[src/rtl/dmem_access_ctrl.sv]
// rtl/dmem_access_ctrl.sv - two-port (core LSU / debug) access sequencer for the RV32I data memory
// Grants one command at a time, drives width strobes, checks legality and extends load data.
module dmem_access_ctrl #(
    parameter int ADDR_W = 12
) (
    input  logic              i_clk,
    input  logic              i_rst_n,
    input  logic              i_core_req,
    input  logic              i_core_we,
    input  logic [2:0]        i_core_funct3,
    input  logic [31:0]       i_core_addr,
    input  logic [31:0]       i_core_wdata,
    output logic              o_core_gnt,
    output logic              o_core_done,
    output logic [31:0]       o_core_rdata,
    output logic              o_core_err,
    input  logic              i_dbg_req,
    input  logic              i_dbg_we,
    input  logic [ADDR_W-1:0] i_dbg_addr,
    input  logic [31:0]       i_dbg_wdata,
    output logic              o_dbg_gnt,
    output logic              o_dbg_done,
    output logic [31:0]       o_dbg_rdata,
    output logic [ADDR_W-1:0] o_mem_addr,
    output logic              o_mem_we,
    output logic              o_mem_byte,
    output logic              o_mem_half,
    output logic              o_mem_word,
    output logic [31:0]       o_mem_wdata,
    input  logic [31:0]       i_mem_rdata
);

    typedef enum logic [1:0] {
        IDLE    = 2'd0,
        ACCESS  = 2'd1,
        WAIT_RD = 2'd2,
        RESP    = 2'd3
    } state_t;

    state_t            r_state;
    state_t            w_next;

    logic              r_last_dbg;
    logic              r_port_dbg;
    logic              r_we;
    logic [2:0]        r_funct3;
    logic [ADDR_W-1:0] r_addr;
    logic [31:0]       r_wdata;
    logic              r_core_err;
    logic [31:0]       r_core_rdata;
    logic [31:0]       r_dbg_rdata;

    logic              w_core_gnt;
    logic              w_dbg_gnt;
    logic              w_core_legal;
    logic              w_core_misal;
    logic              w_core_bad;
    logic [31:0]       w_load_ext;

    // Address bits above the memory window alias; debug addresses are word-aligned.
    logic              w_unused;
    assign w_unused = &{1'b0, i_core_addr[31:ADDR_W], i_dbg_addr[1:0]};

    always_comb begin
        w_core_legal = 1'b0;
        case ({i_core_we, i_core_funct3})
            4'b0_000, 4'b0_001, 4'b0_010, 4'b0_100, 4'b0_101,
            4'b1_000, 4'b1_001, 4'b1_010: w_core_legal = 1'b1;
            default:                      w_core_legal = 1'b0;
        endcase
    end

    assign w_core_misal = ((i_core_funct3[1:0] == 2'b01) && i_core_addr[0]) ||
                          ((i_core_funct3[1:0] == 2'b10) && (i_core_addr[1:0] != 2'b00));
    assign w_core_bad   = !w_core_legal || w_core_misal;

    // Round-robin of two: on contention the port not served last wins.
    assign w_core_gnt = (r_state == IDLE) && i_core_req && (!i_dbg_req || r_last_dbg);
    assign w_dbg_gnt  = (r_state == IDLE) && i_dbg_req && !w_core_gnt;

    always_comb begin
        w_load_ext = i_mem_rdata;
        case (r_funct3)
            3'b000:  w_load_ext = {{24{i_mem_rdata[7]}},  i_mem_rdata[7:0]};
            3'b001:  w_load_ext = {{16{i_mem_rdata[15]}}, i_mem_rdata[15:0]};
            3'b100:  w_load_ext = {24'd0, i_mem_rdata[7:0]};
            3'b101:  w_load_ext = {16'd0, i_mem_rdata[15:0]};
            default: w_load_ext = i_mem_rdata;
        endcase
    end

    always_ff @(posedge i_clk or negedge i_rst_n) begin
        if (!i_rst_n) begin
            r_state <= IDLE;
        end else begin
            r_state <= w_next;
        end
    end

    always_comb begin
        w_next      = r_state;
        o_core_gnt  = w_core_gnt;
        o_dbg_gnt   = w_dbg_gnt;
        o_mem_we    = 1'b0;
        o_mem_byte  = 1'b0;
        o_mem_half  = 1'b0;
        o_mem_word  = 1'b0;
        o_core_done = 1'b0;
        o_dbg_done  = 1'b0;
        case (r_state)
            IDLE: begin
                if (w_core_gnt) begin
                    w_next = w_core_bad ? RESP : ACCESS;
                end else if (w_dbg_gnt) begin
                    w_next = ACCESS;
                end
            end
            ACCESS: begin
                o_mem_we   = r_we;
                o_mem_byte = (r_funct3[1:0] == 2'b00);
                o_mem_half = (r_funct3[1:0] == 2'b01);
                o_mem_word = (r_funct3[1:0] == 2'b10);
                w_next     = r_we ? RESP : WAIT_RD;
            end
            WAIT_RD: begin
                w_next = RESP;
            end
            RESP: begin
                o_core_done = !r_port_dbg;
                o_dbg_done  = r_port_dbg;
                w_next      = IDLE;
            end
            default: begin
                w_next = IDLE;
            end
        endcase
    end

    // Address/data registers only load for commands that reach ACCESS, so the
    // memory bus holds its last values across error responses and idle time.
    always_ff @(posedge i_clk or negedge i_rst_n) begin
        if (!i_rst_n) begin
            r_last_dbg   <= 1'b1;
            r_port_dbg   <= 1'b0;
            r_we         <= 1'b0;
            r_funct3     <= 3'b000;
            r_addr       <= '0;
            r_wdata      <= 32'd0;
            r_core_err   <= 1'b0;
            r_core_rdata <= 32'd0;
            r_dbg_rdata  <= 32'd0;
        end else begin
            if (w_core_gnt) begin
                r_last_dbg <= 1'b0;
                r_port_dbg <= 1'b0;
                r_core_err <= w_core_bad;
                if (w_core_bad) begin
                    r_core_rdata <= 32'd0;
                end else begin
                    r_we     <= i_core_we;
                    r_funct3 <= i_core_funct3;
                    r_addr   <= i_core_addr[ADDR_W-1:0];
                    r_wdata  <= i_core_wdata;
                end
            end else if (w_dbg_gnt) begin
                r_last_dbg <= 1'b1;
                r_port_dbg <= 1'b1;
                r_we       <= i_dbg_we;
                r_funct3   <= 3'b010;
                r_addr     <= {i_dbg_addr[ADDR_W-1:2], 2'b00};
                r_wdata    <= i_dbg_wdata;
            end
            if (r_state == WAIT_RD) begin
                if (r_port_dbg) begin
                    r_dbg_rdata <= i_mem_rdata;
                end else begin
                    r_core_rdata <= w_load_ext;
                end
            end
        end
    end

    assign o_mem_addr   = r_addr;
    assign o_mem_wdata  = r_wdata;
    assign o_core_rdata = r_core_rdata;
    assign o_core_err   = r_core_err;
    assign o_dbg_rdata  = r_dbg_rdata;

endmodule

[config.mk]
export PLATFORM = sky130hd
export DESIGN_NAME = dmem_access_ctrl
export DESIGN_NICKNAME = d
export VERILOG_FILES = /design/src/rtl/dmem_access_ctrl.sv
export SDC_FILE = /design/constraint.sdc
export NUM_CORES = 1
export LEC_CHECK = 0
export ABC_AREA = 1
export CAP_MARGIN = 10
export CORE_ASPECT_RATIO = 1.1
export CORE_MARGIN = 1.5
export CORE_UTILIZATION = 45
export DETAILED_ROUTE_END_ITERATION = 12
export DONT_BUFFER_PORTS = 1
export SYNTH_ARGS = -nofsm -noshare
export SYNTH_HDL_FRONTEND = slang
export SYNTH_SLANG_ARGS = --single-unit
[constraint.sdc]
create_clock -name i_clk -period 2.4 [get_ports i_clk]
set_input_delay 0.48 -clock i_clk [delete_from_list [all_inputs] [get_ports i_clk]]
set_output_delay 0.48 -clock i_clk [all_outputs]
set_load 0.02 [all_outputs]
==> results.yml, run 1 <==
run_status:
  status: "finished with violations"
  violations: "hold timing"
yosys:
  syn-num-nets: 822
  synth_cells: 668
  ys_async_sr_fraction_pct: 100
  synth_compound_area_share_pct: 5.03
  ys_types: 19
  synthXorXnorAreaFrac_pct: 0
  synth_top_family_by_area: "simple AND/OR/NAND/NOR gates"
  synthesis.area_sq_mm: 0.00540
  ys_top_cells_by_area: "dfrtp_1 (54%), nand2_1 (21%), nand3_1 (5.7%), mux2_2 (4.8%), a21oi_1 (2.9%)"
  synth-edff-count: 0
  synth-seq-area-share_pct: 54.2
  ys_warn_count: 0
  synth_area_leader_cell: "dfrtp_1"
  synthSimpleGateAreaFrac_pct: 28.7
  syn_area_per_cell_sq_um: 8.08
  synth-seq-cells: 117
  synth_top_area_share_pct: 53.8
  synth_fa_ha_area_share_pct: 1.16
  synth_ff_type: "dfrtp_1"
  synthMuxAreaShare_pct: 4.80
timing:
  fin_worst_skew_ps: 3.90
  rsz0062_at_grt: "no"
  finalHoldViolations: 116
  clock.fmax_mhz: 442
  maxSlewHeadroom_pct: 41.3
  maxSlewViolCount: 0
  fin_ws_ps: 138
  tns_ps: 0
  final.period_utilization_pct: 94.2
  setup_viol: 0
  fin_crit_ps: 2260
  whs_ps: -225
  tightestPinTransition_ps: 880
layout:
  diodes: 0
  layout.area.seq_sq_mm: 0.00293
  fin_nets: 821
  drive_gt1_share_pct: 11.3
  area_delta_synth_final_pct: 16.1
  multi_input_area_sq_mm: 0.00217
  final_area_sq_mm: 0.00627
  stdcell_count: 830
  nFillCells: 1076
  utilization_pct: 54.1
drt:
  routedWlPerCell_microns: 15.7
  highest_layer: "met4"
  wl_met3_microns: 1120
  wirelength_microns: 13000
  drtPass1Iterations: 7
  drtIter0Drc: 167
  wl_met1_microns: 5190
  drc: 0
  ant_nets: 0
  num_vias: 4261
  vias_per_cell: 5.13
  wl_met2_microns: 6500
die:
  start_util_pct: 46.6
  dieArea_sq_mm: 0.0127
  chipHeight_microns: 118
  rows: 41
  die_x_microns: 107
  ios: 266
  design.core.area_sq_mm: 0.0116
pwr:
  total_power_mw: 10.5
  p_leak_nw: 3.39
  power_density_mw_per_mm2: 1670
  ir_drop_v: 0.000774
clocking:
  clk_latency_ps: 400
  cts_buffers: 17
  clkSinkCount: 117
  cts_tree: "built"
  clk_pin_slew_ps: 60
  clockBufferDepth: 2
  cts-root-buf: "clkbuf_16"
  cts_max_level: 4
worst_setup_path:
  critPathCaptureType: "output pin"
  worstPathRequired_ps: 1920
  worstPathMaxFanout: 33
  crit_arrival_ps: 1780
  critPathKind: "reg -> out"
  cp-start-kind: "flip-flop"
flow_run:
  max-cap-violations: 0
global_routing:
  grt_max_degree: 118
  grt_pass1_vias: 4295
  track_usage_pct: 21.1
  grt_pass1_wl_microns: 21400
  antenna_found_initial: 0
  overflow: 0
placed_design:
  place.gp.congestion: 0.781
  dpl-instance-area_sq_mm: 0.00558
  place_inst: 797
  post-place-ws_ps: 361
  dp_hpwl_microns: 9200
  numPortBuffers: 0
worst_hold_path:
  holdCritPathClass: "in -> async"
## layer usage
metal | vias up | GRT usage [%]
li1 | 2093 | -
met1 | 1982 | 25.6
met2 | 172 | 35.2
met3 | 14 | 7.31
met4 | 0 | 6.50
met5 | - | 0
## registers in the layout, summed over array words and instances, names as in the netlist
register      flops
o_core_err        1
o_core_rdata     32
o_dbg_rdata      32
o_mem_addr       12
o_mem_wdata      32
r_funct3          3
r_last_dbg        1
r_port_dbg        1
r_state           2
r_we              1
## synth_stat cells, types with 2 or more instances
cell type  number
dfrtp_1       116
nand2_1       299
mux2_2         23
a21oi_1        31
nor2_1         28
nand3_1        61
buf_2          17
nor3_1          2
buf_1           2
inv_1          41
clkbuf_1       16
buf_4           3
o21ai_0        16
ha_1            5
o21ai_1         4
## layout by cell type, fill, tap and decap left out, types with 2 or more instances in the layout
| cell | synthesis | routed |
|---|---|---|
| clkinvlp_4 | 0 | 2 |
| o21ai_0 | 16 | 16 |
| nand2_1 | 299 | 299 |
| mux2_2 | 23 | 23 |
| inv_1 | 41 | 41 |
| nand3_1 | 61 | 59 |
| nor3_1 | 2 | 2 |
| buf_12 | 0 | 2 |
| a21oi_1 | 31 | 31 |
| ha_1 | 5 | 4 |
| nor2_1 | 28 | 28 |
| clkbuf_16 | 0 | 17 |
| buf_4 | 3 | 16 |
| dfrtp_1 | 116 | 116 |
| bufinv_16 | 0 | 5 |
| clkinv_4 | 0 | 2 |
| clkbuf_8 | 0 | 3 |
| o21ai_1 | 4 | 4 |
## where the power goes
part	internal (mW)	switching [mW]	leakage, nW
registers	2.97	1.85	1.42
logic	1.11	1.72	1.65
clock network	1.93	0.885	0.320
total	6.02	4.45	3.39
## cell type report
class | instances | area share [%]
flip-flops and latches | 117 | 46.7
multi-input cells | 472 | 34.6
clock buffers | 21 | 7.51
clock inverters | 11 | 3.13
well taps | 150 | 2.99
repair buffers | 18 | 2.56
inverters | 41 | 2.46
## logic make-up after synthesis
| family | Yosys count |
|---|---|
| simple gates | 391 |
| flops | 117 |
| buf+inv | 79 |
| compound gates | 53 |
| mux | 23 |
| fa+ha+maj | 5 |
## worst max-delay path, cell delays in order (launching register included)
cell     delay (ps)
dfrtp_1         420
inv_1           140
ha_2            250
nand2_1         150
a21oi_4         200
buf_12          210
## path summary, 6_finish.rpt
path | startpoint | cells after the start | slack (ps) | end
max in group asynchronous | i_rst_n | 0 | 2350 | r_last_dbg$_DFFE_PN1P_
max reg2reg | r_state[0]$_DFFE_PN0P_ | 10 | 330 | o_mem_wdata[18]$_DFFE_PN0P_
min reg2reg | r_we$_DFFE_PN0P_ | 2 | 490 | r_we$_DFFE_PN0P_
min in group i_clk | i_core_addr[1] | 2 | 230 | o_mem_addr[1]$_DFFE_PN0P_
min | i_rst_n | 0 | -230 | o_core_rdata[24]$_DFF_PN0_
max | r_state[0]$_DFFE_PN0P_ | 5 | 140 | o_core_gnt
## repair_timing
action / CTS / global route
hold endpoints to repair: 117 / 117
pin swaps: 0 / 0
resized for setup: 2 / 2
endpoints found under the setup margin: 1 / 2
buffers inserted: 0 / 1
Note: power is estimated with default switching activity, not from simulation.
==> inputs of run 2 (changes only) <==
--- a/config.mk
+++ b/config.mk
@@ -6,6 +6,7 @@
 export NUM_CORES = 1
 export LEC_CHECK = 0
 export ABC_AREA = 1
+export ABC_CLOCK_PERIOD_IN_PS = 2100
 export CAP_MARGIN = 10
 export CORE_ASPECT_RATIO = 1.1
 export CORE_MARGIN = 1.5
==> constraint.sdc (replaced) <==
create_clock -name i_clk -period 2.1 [get_ports i_clk]
set_input_delay 0.42 -clock i_clk [delete_from_list [all_inputs] [get_ports i_clk]]
set_output_delay 0.42 -clock i_clk [all_outputs]
set_load 0.02 [all_outputs]
==> run 2 against run 1 <==
  * The run still ends with hold timing left
  * Global-route usage is 0.45 points higher
  * Core utilization rose by 0.28 points
  * Via count grew 0.66%
  * First-iteration DRC count grew 53%
  * Critical path depth increased by 1
  * Register-to-register slack worse by 70 ps
  * Highest routed layer unchanged
==> results.yml, run 2 (same netlist as run 1, synthesis figures left out) <==
run_status:
  status: "finished with violations"
  violations: "hold timing"
layout:
  utilization_pct: 54.3
  stdcell_count: 835
  drive_gt1_share_pct: 12.1
  fin_nets: 827
  area_delta_synth_final_pct: 16.7
  nFillCells: 1095
  final_cell_mix: "nand2_1 (298), dfrtp_1 (116), nand3_1 (59)"
  final_common_cell: "nand2_1"
  layout.area.seq_sq_mm: 0.00293
  multi_input_area_sq_mm: 0.00218
  diodes: 0
placed_design:
  place_inst: 796
  dp_hpwl_microns: 9120
  place.gp.congestion: 0.782
  numPortBuffers: 0
die:
  rows: 41
  ios: 266
  start_util_pct: 46.6
  dieArea_sq_mm: 0.0127
  die_x_microns: 107
  design.core.area_sq_mm: 0.0116
  chipHeight_microns: 118
worst_setup_path:
  worstPathMaxFanout: 5
  crit_arrival_ps: 1610
  critPathKind: "reg -> out"
  cp-start-kind: "flip-flop"
  r2r-start: "r_state[0]$_DFFE_PN0P_"
  regToRegSetupSlack_ps: 260
  worstPathRequired_ps: 1680
  critPathCaptureType: "output pin"
  worstRegToRegCells: 10
  r2r_end: "o_mem_wdata[7]$_DFFE_PN0P_"
timing:
  tightestPinTransition_ps: 451
  setup_viol: 0
  finalHoldViolations: 117
  fin_crit_ps: 2030
  fin_worst_skew_ps: 6.76
  maxSlewHeadroom_pct: 69.8
  clock.fmax_mhz: 494
  tns_ps: 0
  final.period_utilization_pct: 96.4
  maxSlewViolCount: 0
  whs_ps: -281
global_routing:
  antenna_found_initial: 0
  grt_pass1_wl_microns: 21500
  grt_pass1_vias: 4316
  grt_max_degree: 118
  overflow: 0
  track_usage_pct: 21.6
clocking:
  cts_max_level: 4
  clkSinkCount: 117
  cts_buffers: 17
  clockBufferDepth: 2
  clk_pin_slew_ps: 50
  cts_tree: "built"
  clk_latency_ps: 390
  cts-root-buf: "clkbuf_16"
flow_run:
  max-cap-violations: 0
drt:
  drtIter0Drc: 255
  wirelength_microns: 13300
  vias_per_cell: 5.14
  num_vias: 4289
  drc: 0
  ant_nets: 0
  drtPass1Iterations: 4
  routedWlPerCell_microns: 16.0
worst_hold_path:
  holdCritPathClass: "in -> async"
pwr:
  ir_drop_v: 0.000715
  power_density_mw_per_mm2: 1880
  p_leak_nw: 3.41
run 2: per-stage QoR:
stage	setup slack (ps)	hold slack [ps]	area, sq um	power [mW]
after floorplan	258	124	5400	7.85
after global placement	171	127	5600	8.66
after detailed placement	112	127	5600	8.81
after CTS	2.80	-301	6260	11.9
after global routing	-22.9	-309	6300	12.7
final	74.8	-281	6300	11.8
run 2: critical path: stages, from the launching register on:
cell     delay, ps
dfrtp_1        420
inv_2          120
ha_4           170
nand2_2         90
a21oi_4        190
nor2_1          60
buf_4          160
run 2: layout make-up:
cell class                      instances  area share (%)
Timing Repair Buffer                   24            4.05
Inverter                               41            2.44
Multi-Input combinational cell        472            34.6
Clock inverter                          9            2.03
Sequential cell                       117            46.5
Tap cell                              150            2.98
Clock buffer                           22            7.37
run 2: how the worst max path moves through the flow:
| stage | slack [ps] | end | depth (start not counted) | from |
|---|---|---|---|---|
| finish | 70 | o_dbg_gnt | 6 | r_state[0]$_DFFE_PN0P_ |
| global route | -20 | o_dbg_gnt | 6 | r_state[0]$_DFFE_PN0P_ |
| CTS | 3 | o_dbg_gnt | 6 | r_state[1]$_DFFE_PN0P_ |
| detailed placement | 110 | o_core_gnt | 5 | r_state[0]$_DFFE_PN0P_ |
| global placement | 170 | o_core_gnt | 5 | r_state[1]$_DFFE_PN0P_ |
| floorplan | 260 | o_dbg_gnt | 6 | r_state[0]$_DFFE_PN0P_ |
run 2: power by group:
group | leakage (nW) | total, mW | switching (mW) | internal, mW
Clock | 0.282 | 2.88 | 0.967 | 1.92
Combinational | 1.70 | 3.40 | 2.00 | 1.41
Sequential | 1.42 | 5.53 | 2.13 | 3.40
Total | 3.41 | 11.8 | 5.10 | 6.72
run 2: metal layers:
layer	up-vias	GRT usage, %	share of wire, %
met3	11	7.70	8.7
li1	2107	-	-
met4	0	6.58	1.3
met1	1990	25.3	41
met2	181	36.8	49
met5	-	0	0
run 2: timing repair:
| item | 4_1_cts | 5_1_grt |
|---|---|---|
| cloned | 1 | 0 |
| endpoints found under the setup margin | 2 | 7 |
| gates resized for setup | 7 | 1 |
| setup buffers | 2 | 5 |
| endpoints found under the hold margin | 117 | 117 |
==> inputs of run 3 (changes only) <==
--- a/config.mk
+++ b/config.mk
@@ -10,9 +10,10 @@
 export CAP_MARGIN = 10
 export CORE_ASPECT_RATIO = 1.1
 export CORE_MARGIN = 1.5
-export CORE_UTILIZATION = 45
+export CORE_UTILIZATION = 52
 export DETAILED_ROUTE_END_ITERATION = 12
 export DONT_BUFFER_PORTS = 1
+export PLACE_DENSITY = 0.67
 export SYNTH_ARGS = -nofsm -noshare
 export SYNTH_HDL_FRONTEND = slang
 export SYNTH_SLANG_ARGS = --single-unit
==> run 3 against run 2 <==
  * The flow finishes with violations (hold timing, setup timing)
  * Setup slack lost 96 ps
  * Hold slack worse by 120 ps
  * Combinational power rose by 5%
  * Final area is 0.32% higher
  * Critical path depth decreased by 1
  * Wire length is 0.52% higher
  * Clock skew up 1.6 ps
  * Fmax shrank 4.5%
  * Clock-buffer cell count up 3
  * Critical path type unchanged
  * Largest cell class unchanged
==> results.yml, run 3 (same netlist as run 1, synthesis figures left out) <==
worst_setup_path:
  crit_family: "flip-flops"
  critPathCaptureType: "output pin"
  crit_arrival_ps: 1700
  crit_path_cell_trace: "inv_4 -> ha_4 -> nand2_4 -> a21oi_4 -> buf_12"
  critical_path.slowest_cell: "dfrtp_2"
  max_stage_delay_ps: 450
  worstPathMaxFanout: 6
  path_buf_inv: 2
  worstPathRequired_ps: 1680
  cp-start-kind: "flip-flop"
  critPathKind: "reg -> out"
clocking:
  clkSinkCount: 117
  cts_buffers: 17
  cts-root-buf: "clkbuf_8"
  cts_tree: "built"
  cts_max_level: 4
  clockBufferDepth: 2
  clk_pin_slew_ps: 50
  clk_latency_ps: 510
timing:
  final.period_utilization_pct: 101
  finalHoldViolations: 117
  whs_ps: -397
  tns_ps: -21.3
  fin_crit_ps: 2120
  fin_ws_ps: -21.3
  clock.fmax_mhz: 471
  maxSlewViolCount: 0
  tightestPinTransition_ps: 450
  fin_worst_skew_ps: 8.31
  maxSlewHeadroom_pct: 70.0
  setup_viol: 1
  rsz0062_at_grt: "yes"
pwr:
  internal-power_mw: 6.64
  switchingPower_mw: 5.12
  pwr-share-comb_pct: 30.3
  power_density_mw_per_mm2: 1860
  seqPwrFrac_pct: 47.1
  p_leak_nw: 3.45
  total_power_mw: 11.8
  clkPwrFrac_pct: 22.6
  sw_frac_of_total_pct: 43.5
  ir_drop_v: 0.000803
drt:
  num_vias: 4369
  wirelength_microns: 13400
  drtPass1Iterations: 7
  routedWlPerCell_microns: 16.6
  ant_nets: 0
  vias_per_cell: 5.39
  drtIter0Drc: 188
  drc: 0
placed_design:
  post-place-ws_ps: 59.2
  dp_hpwl_microns: 8840
  place.gp.congestion: 0.850
  place_inst: 765
  numPortBuffers: 0
flow_run:
  max-cap-violations: 0
die:
  rows: 38
  ios: 266
  chipHeight_microns: 110
  dieArea_sq_mm: 0.0110
  start_util_pct: 54.1
  design.core.area_sq_mm: 0.00998
  die_x_microns: 100
layout:
  final_cell_mix: "nand2_1 (298), dfrtp_1 (115), nand3_1 (60)"
  diodes: 0
  drive_gt1_share_pct: 13.5
  fin_nets: 834
  stdcell_count: 810
  final_common_cell: "nand2_1"
  area_delta_synth_final_pct: 17.0
global_routing:
  grt_max_degree: 118
  antenna_found_initial: 0
  track_usage_pct: 24.3
  grt_pass1_wl_microns: 20400
  overflow: 0
  grt_pass1_vias: 4283
run_status:
  violations: "hold timing, setup timing"
  status: "finished with violations"
worst_hold_path:
  holdCritPathClass: "in -> async"
[run 3: through the flow]
stage,cell area (sq um),hold WS (ps),utilization [%]
finish,6320,-397,63.3
global route,6320,-426,63.3
detailed placement,5530,127,55.4
CTS,6200,-422,62.1
floorplan,5400,124,-
global placement,5530,127,55.4
[run 3: final timing paths]
path,startpoint,endpoint,slack [ps],depth (start not counted)
worst max register to register,r_state[0]$_DFFE_PN0P_,o_core_rdata[6]$_DFF_PN0_,50,11
min in group i_clk,i_core_funct3[2],r_funct3[2]$_DFFE_PN0P_,60,2
worst min register to register,r_we$_DFFE_PN0P_,r_we$_DFFE_PN0P_,500,2
max in group asynchronous,i_rst_n,r_last_dbg$_DFFE_PN1P_,2290,0
worst min-delay path,i_rst_n,o_dbg_rdata[28]$_DFFE_PN0P_,-400,0
worst max-delay path,r_state[0]$_DFFE_PN0P_,o_core_gnt,-20,5
[run 3: routing by layer]
layer / track usage, % / part of all wire, % / vias to the layer above
li1: - / - / 2126
met1: 26.4 / 39 / 2031
met2: 42.0 / 50 / 184
met3: 8.33 / 8.1 / 28
met4: 13.0 / 2.5 / 0
met5: 0 / 0 / -
[run 3: cell type report]
type / count / area, sq um
Inverter: 41 / 156
Fill cell: 875 / 3660
Clock inverter: 4 / 45.0
Tap cell: 120 / 150
Timing Repair Buffer: 31 / 337
Sequential cell: 117 / 2930
Clock buffer: 25 / 504
Multi-Input combinational cell: 472 / 2200
[run 3: timing repair]
item,CTS,global route
hold endpoints to repair,117,117
pin swaps,1,2
gates resized for setup,9,7
cloned,2,1
setup buffers,4,9
setup endpoints to repair,4,52
[run 3: power groups by stage]
| stage | clock [mW] | sequential [mW] | combinational (mW) |
|---|---|---|---|
| 2_1_floorplan | 0 | 5.26 | 2.60 |
| 3_3_place_gp | 0 | 5.53 | 3.06 |
| 3_5_place_dp | 0 | 5.56 | 3.22 |
| 4_1_cts | 2.70 | 5.54 | 3.41 |
| 5_1_grt | 2.81 | 5.67 | 4.08 |
| 6_report | 2.66 | 5.54 | 3.56 |
